[src/rtl/lfsr_burst_arb.sv]
// -----------------------------------------------------------------------------
// lfsr_burst_arb
//
// Round-robin scheduler that shares one 16-bit Fibonacci LFSR between two
// requesters. The granted requester receives a burst of req_lenN samples on a
// valid/ready stream. The LFSR only advances on an accepted transfer, so the
// sample sequence seen by the two consumers interleaves deterministically,
// burst by burst. LFSR state carries over from one burst to the next.
//
// Optional feature (macro LFSR_ARB_CHKSUM_EN):
//   Adds output burst_chksum, the XOR of every sample accepted in the current
//   burst. It is cleared at grant, is complete in the DONE cycle, and holds
//   until the next grant. With the macro undefined, neither the port nor the
//   accumulator exists.
//
// Parameters:
//   LEN_W      width of the burst-length request fields
//   SEED_INIT  LFSR state after reset
//
// Ports:
//   clk           rising-edge clock
//   reset         synchronous, active-high reset
//   req[1:0]      req[i]=1: requester i wants a burst (hold until done[i])
//   req_len0/1    burst length per requester, sampled at grant
//   seed_load     load seed_in into the LFSR (only honoured in IDLE)
//   seed_in       seed value (0 is replaced by 16'h0001)
//   out_valid     out_data holds a valid sample
//   out_ready     consumer accepts the sample
//   out_data      current LFSR state (0 while no sample is offered)
//   out_id        index of the granted requester
//   grant[1:0]    one-hot grant, held for the whole burst
//   done[1:0]     one-cycle pulse for the requester whose burst finished
//   burst_chksum  (LFSR_ARB_CHKSUM_EN only) XOR of accepted samples
// -----------------------------------------------------------------------------
module lfsr_burst_arb #(
    parameter int          LEN_W     = 8,
    parameter logic [15:0] SEED_INIT = 16'h0001
) (
    input  logic             clk,
    input  logic             reset,
    input  logic [1:0]       req,
    input  logic [LEN_W-1:0] req_len0,
    input  logic [LEN_W-1:0] req_len1,
    input  logic             seed_load,
    input  logic [15:0]      seed_in,
    output logic             out_valid,
    input  logic             out_ready,
    output logic [15:0]      out_data,
    output logic             out_id,
    output logic [1:0]       grant,
    output logic [1:0]       done
`ifdef LFSR_ARB_CHKSUM_EN
    ,
    output logic [15:0]      burst_chksum
`endif
);

    typedef enum logic [1:0] {
        IDLE = 2'd0,
        RUN  = 2'd1,
        DONE = 2'd2
    } state_t;

    state_t           state;
    logic [15:0]      lfsr;
    logic             rr_ptr;
    logic [LEN_W-1:0] count;

    logic             sel;
    logic [LEN_W-1:0] sel_len;
    logic             xfer;

    // Taps 16,14,13,11 (bits 15,13,12,10): maximal-length polynomial.
    function automatic logic [15:0] lfsr_next(input logic [15:0] s);
        logic fb;
        fb = s[15] ^ s[13] ^ s[12] ^ s[10];
        return {s[14:0], fb};
    endfunction

    // An all-zero state would lock the LFSR, so a zero seed maps to 1.
    function automatic logic [15:0] seed_fix(input logic [15:0] s);
        return (s == 16'h0000) ? 16'h0001 : s;
    endfunction

    function automatic logic [1:0] onehot(input logic id);
        return id ? 2'b10 : 2'b01;
    endfunction

    // Prefer the requester rr_ptr points at; fall back to the other one.
    assign sel     = req[rr_ptr] ? rr_ptr : ~rr_ptr;
    assign sel_len = sel ? req_len1 : req_len0;
    assign xfer    = out_valid & out_ready;

    // Only drive the LFSR state out while a sample is actually offered.
    assign out_data = out_valid ? lfsr : 16'h0000;

    always_ff @(posedge clk) begin
        if (reset) begin
            state     <= IDLE;
            lfsr      <= SEED_INIT;
            rr_ptr    <= 1'b0;
            count     <= '0;
            out_valid <= 1'b0;
            out_id    <= 1'b0;
            grant     <= 2'b00;
            done      <= 2'b00;
        end else begin
            case (state)
                IDLE: begin
                    done <= 2'b00;
                    // A seed loaded in the grant cycle is the first sample of that burst.
                    if (seed_load) begin
                        lfsr <= seed_fix(seed_in);
                    end
                    if (|req) begin
                        out_id <= sel;
                        grant  <= onehot(sel);
                        count  <= sel_len;
                        if (sel_len == '0) begin
                            // Empty burst: skip RUN, still report completion.
                            state <= DONE;
                            done  <= onehot(sel);
                        end else begin
                            state     <= RUN;
                            out_valid <= 1'b1;
                        end
                    end
                end

                RUN: begin
                    if (xfer) begin
                        lfsr  <= lfsr_next(lfsr);
                        count <= count - LEN_W'(1);
                        if (count == LEN_W'(1)) begin
                            state     <= DONE;
                            out_valid <= 1'b0;
                            done      <= onehot(out_id);
                        end
                    end
                end

                DONE: begin
                    done   <= 2'b00;
                    grant  <= 2'b00;
                    rr_ptr <= ~out_id;
                    state  <= IDLE;
                end

                default: begin
                    state     <= IDLE;
                    out_valid <= 1'b0;
                    grant     <= 2'b00;
                    done      <= 2'b00;
                end
            endcase
        end
    end

`ifdef LFSR_ARB_CHKSUM_EN
    always_ff @(posedge clk) begin
        if (reset) begin
            burst_chksum <= 16'h0000;
        end else if (state == IDLE && (|req)) begin
            burst_chksum <= 16'h0000;
        end else if (state == RUN && xfer) begin
            burst_chksum <= burst_chksum ^ lfsr;
        end
    end
`endif

endmodule

[config.mk]
export PLATFORM = sky130hd
export DESIGN_NAME = lfsr_burst_arb
export DESIGN_NICKNAME = d
export VERILOG_FILES = /design/src/rtl/lfsr_burst_arb.sv
export SDC_FILE = /design/constraint.sdc
export NUM_CORES = 1
export LEC_CHECK = 0
export ABC_CLOCK_PERIOD_IN_PS = 2300
export BUFFER_PORTS_ARGS = -buffer_cell sky130_fd_sc_hd__buf_2
export CORE_UTILIZATION = 53
export CTS_BUF_LIST = sky130_fd_sc_hd__clkbuf_4 sky130_fd_sc_hd__clkbuf_8
export CTS_CLUSTER_SIZE = 12
export DETAILED_ROUTE_END_ITERATION = 10
export PLACE_DENSITY = 0.82
export RECOVER_POWER = 25
export SKIP_LAST_GASP = 1
export SYNTH_ARGS = -nofsm -noshare
export SYNTH_HDL_FRONTEND = slang
export SYNTH_SLANG_ARGS = --single-unit
[constraint.sdc]
create_clock -name clk -period 2.3 [get_ports clk]
set_clock_uncertainty 0.1 [all_clocks]
set_input_delay 0.115 -clock clk [delete_from_list [all_inputs] [get_ports clk]]
set_output_delay 0.115 -clock clk [all_outputs]
set_load 0.03 [all_outputs]
==> flow_summary.yaml <==
outcome:
  outcome: "finished, final reports clean"
synth:
  ys_seq_area_frac: 0.335
  synth_ff_type: "dfxtp_1"
  syn_area_sq_um: 1970
  ys_ff_latch: 33
  synth_top_area_share: 0.335
  synthArstFlopShare: 0
  yosysTopAreaCell: "dfxtp_1"
  syn_area_per_cell_sq_um: 7.48
  synth_edf_count: 0
  syn_inst: 264
  ys_warn_count: 0
  syn-num-nets: 304
  synth_area_leaders: "dfxtp_1 (33%), nand2_1 (7.6%), a311oi_1 (6.7%)"
  synth_cell_types: 44
critical_path:
  critPathKind: "reg2reg"
  cp.arrival_ps: 2030
  worst_setup_path_start_kind: "register"
  crit_required_ps: 2390
  crit_fanout: 21
  endpoint_kind: "register"
cts:
  cts.clk_slew.worst_paths_ps: 70
  cts_resized: 0
  post-cts-setup-buffer-count: 0
  clockBufferDepth: 2
  cts_num_sinks: 33
  cts_hold_buf: 0
  worstSkewPairLatency_ps: 280
  root_buffer: "clkbuf_8"
  htreeDepth: 2
  cts_tree: "done"
  cts_made_buffers: 5
pwr:
  p_leak_nw: 0.990
  power_density_nw_per_um2: 666
  max-vdd-ir-drop_mv: 0.311
  total_power_mw: 1.58
sta:
  setup_violations: 0
  finalMaxSlewViolations: 0
  period_needed_ps: 1940
  hold_viol: 0
  fin_crit_sh: 0.844
  final.setup.tns_ps: 0
  fmax_mhz: 515
  slew_headroom: 0.590
  worst_pin_slew_ps: 615
  rsz0062_at_grt: "no"
cells_and_area:
  nFillCells: 313
  final-seq-area_sq_um: 661
  stdcell_area_sq_um: 2380
  instances_no_fill: 364
  final_nets: 358
  multiInputGateArea_sq_um: 1210
  area_delta_synth_final_pct: 20.3
  fin_util: 0.690
  final_layout_size_suffix_gt1_frac: 0.220
  antennaDiodeCount: 0
floorplanning:
  fp.dieH_um: 63.0
  fp.coreArea_sq_um: 3440
  die_width_um: 63.0
  rows: 21
  initial_core_util: 0.574
  ioPinCount: 60
  design.die.area_sq_um: 3970
detailed_routing:
  drtPass1Iterations: 6
  vias: 2142
  drt-vias-per-instance: 5.88
  wl_per_cell_um: 14.5
  drc: 0
  drt_iter0_markers: 202
  ant_nets: 0
  wl_mm: 5.30
global_routing:
  grt_pass1_vias: 2005
  grt_antenna_before_repair: 0
  grt_use_total: 0.288
  overflow: 0
  grt-busiest-layer: "met2"
  grt_util_met2: 0.461
  grt_max_degree: 34
  met1_usage: 0.389
  grt_pass1_wl_mm: 9.16
  use_met3: 0.0493
placement:
  place_inst: 357
  io_buffer_count: 59
  dpl_cell_area_sq_um: 2300
  gp_congestion: 0.903
  dp_hpwl_mm: 3.94
hold_path:
  hold_path_class: "in2reg"
flow_run:
  maxCapViolCount: 0
flip-flops by register name, summed over array words and instances (netlist names):
name and count:
out_id 1, done 2, count 8, grant 2, out_valid 1, state 2, rr_ptr 1, lfsr 16
final cells by class:
| class | instances | area share |
|---|---|---|
| Timing Repair Buffer | 66 | 0.142 |
| Inverter | 6 | 0.00948 |
| Multi-Input combinational cell | 206 | 0.509 |
| Tap cell | 46 | 0.0242 |
| Clock buffer | 7 | 0.0379 |
| Sequential cell | 33 | 0.278 |
cells by family after synthesis:
group           Yosys count  share of synthesized area
simple gates            131                      0.327
compound gates           70                      0.259
flops                    33                      0.335
buf+inv                  25                     0.0532
xor+xnor                  3                     0.0133
fa+ha+maj                 2                     0.0127
cells in the mapped netlist (2+ instances only):
library cell,count
a311oi_1,15
nor2b_1,4
nand2_1,40
ha_1,2
nand2b_1,5
a21o_1,5
xnor2_1,3
nor3_1,5
and2_1,17
o32ai_1,3
a31oi_1,6
a41oi_1,2
o21ai_0,15
clkbuf_1,15
nor4_1,8
dfxtp_1,33
buf_2,3
o211a_1,2
nand4_1,5
nor2_1,29
inv_1,6
a211oi_1,3
nand3_1,10
a21oi_1,8
layer usage:
layer	routed length, um	up-vias	part of all wire
met4	78	0	0.015
li1	-	1067	-
met1	2380	993	0.45
met2	2510	75	0.47
met3	326	7	0.062
met5	0	-	0
cell usage in the layout, fill, tap and decap left out, types with 5 or more instances in the layout:
cell,n
a311oi_1,15
nand4_1,5
a31oi_1,6
o21ai_0,15
clkbuf_8,6
nand3_1,10
dfxtp_1,33
inv_1,6
a21o_1,5
nor2_1,29
clkbuf_1,9
and2_1,17
nand2b_1,5
buf_2,50
nor3_1,5
nand2_1,40
nor4_1,8
buf_4,7
a21oi_1,8
per-stage QoR:
| stage | hold WS [ps] | setup slack (ps) |
|---|---|---|
| after CTS | 4.76 | 394 |
| after global placement | 296 | 471 |
| after floorplan | 177 | 512 |
| final | 5.51 | 359 |
| after detailed placement | 303 | 399 |
| after global routing | 14.3 | 245 |
critical path, stage by stage, from the launching register on:
cell and delay (ps):
dfxtp_1 470, and4b_2 340, a31o_2 380, buf_4 260
nor2_1 70, a311oi_1 230
power breakdown:
group / internal (mW) / switching (mW)
combinational: 0.173 / 0.269
clock: 0.249 / 0.205
sequential: 0.630 / 0.0544
total: 1.05 / 0.529
final timing paths:
| path | startpoint | endpoint | slack, ps | cells past startpoint |
|---|---|---|---|---|
| min reg2reg | lfsr[7]$_SDFFE_PP0P_ | lfsr[8]$_SDFFE_PP0P_ | 400 | 2 |
| min | seed_in[8] | lfsr[8]$_SDFFE_PP0P_ | 6 | 3 |
| max | state[0]$_SDFFE_PP0P_ | lfsr[5]$_SDFFE_PP0P_ | 360 | 5 |
| max reg2reg | state[0]$_SDFFE_PP0P_ | lfsr[5]$_SDFFE_PP0P_ | 360 | 5 |
No activity file was read; power rests on OpenSTA's default activity.
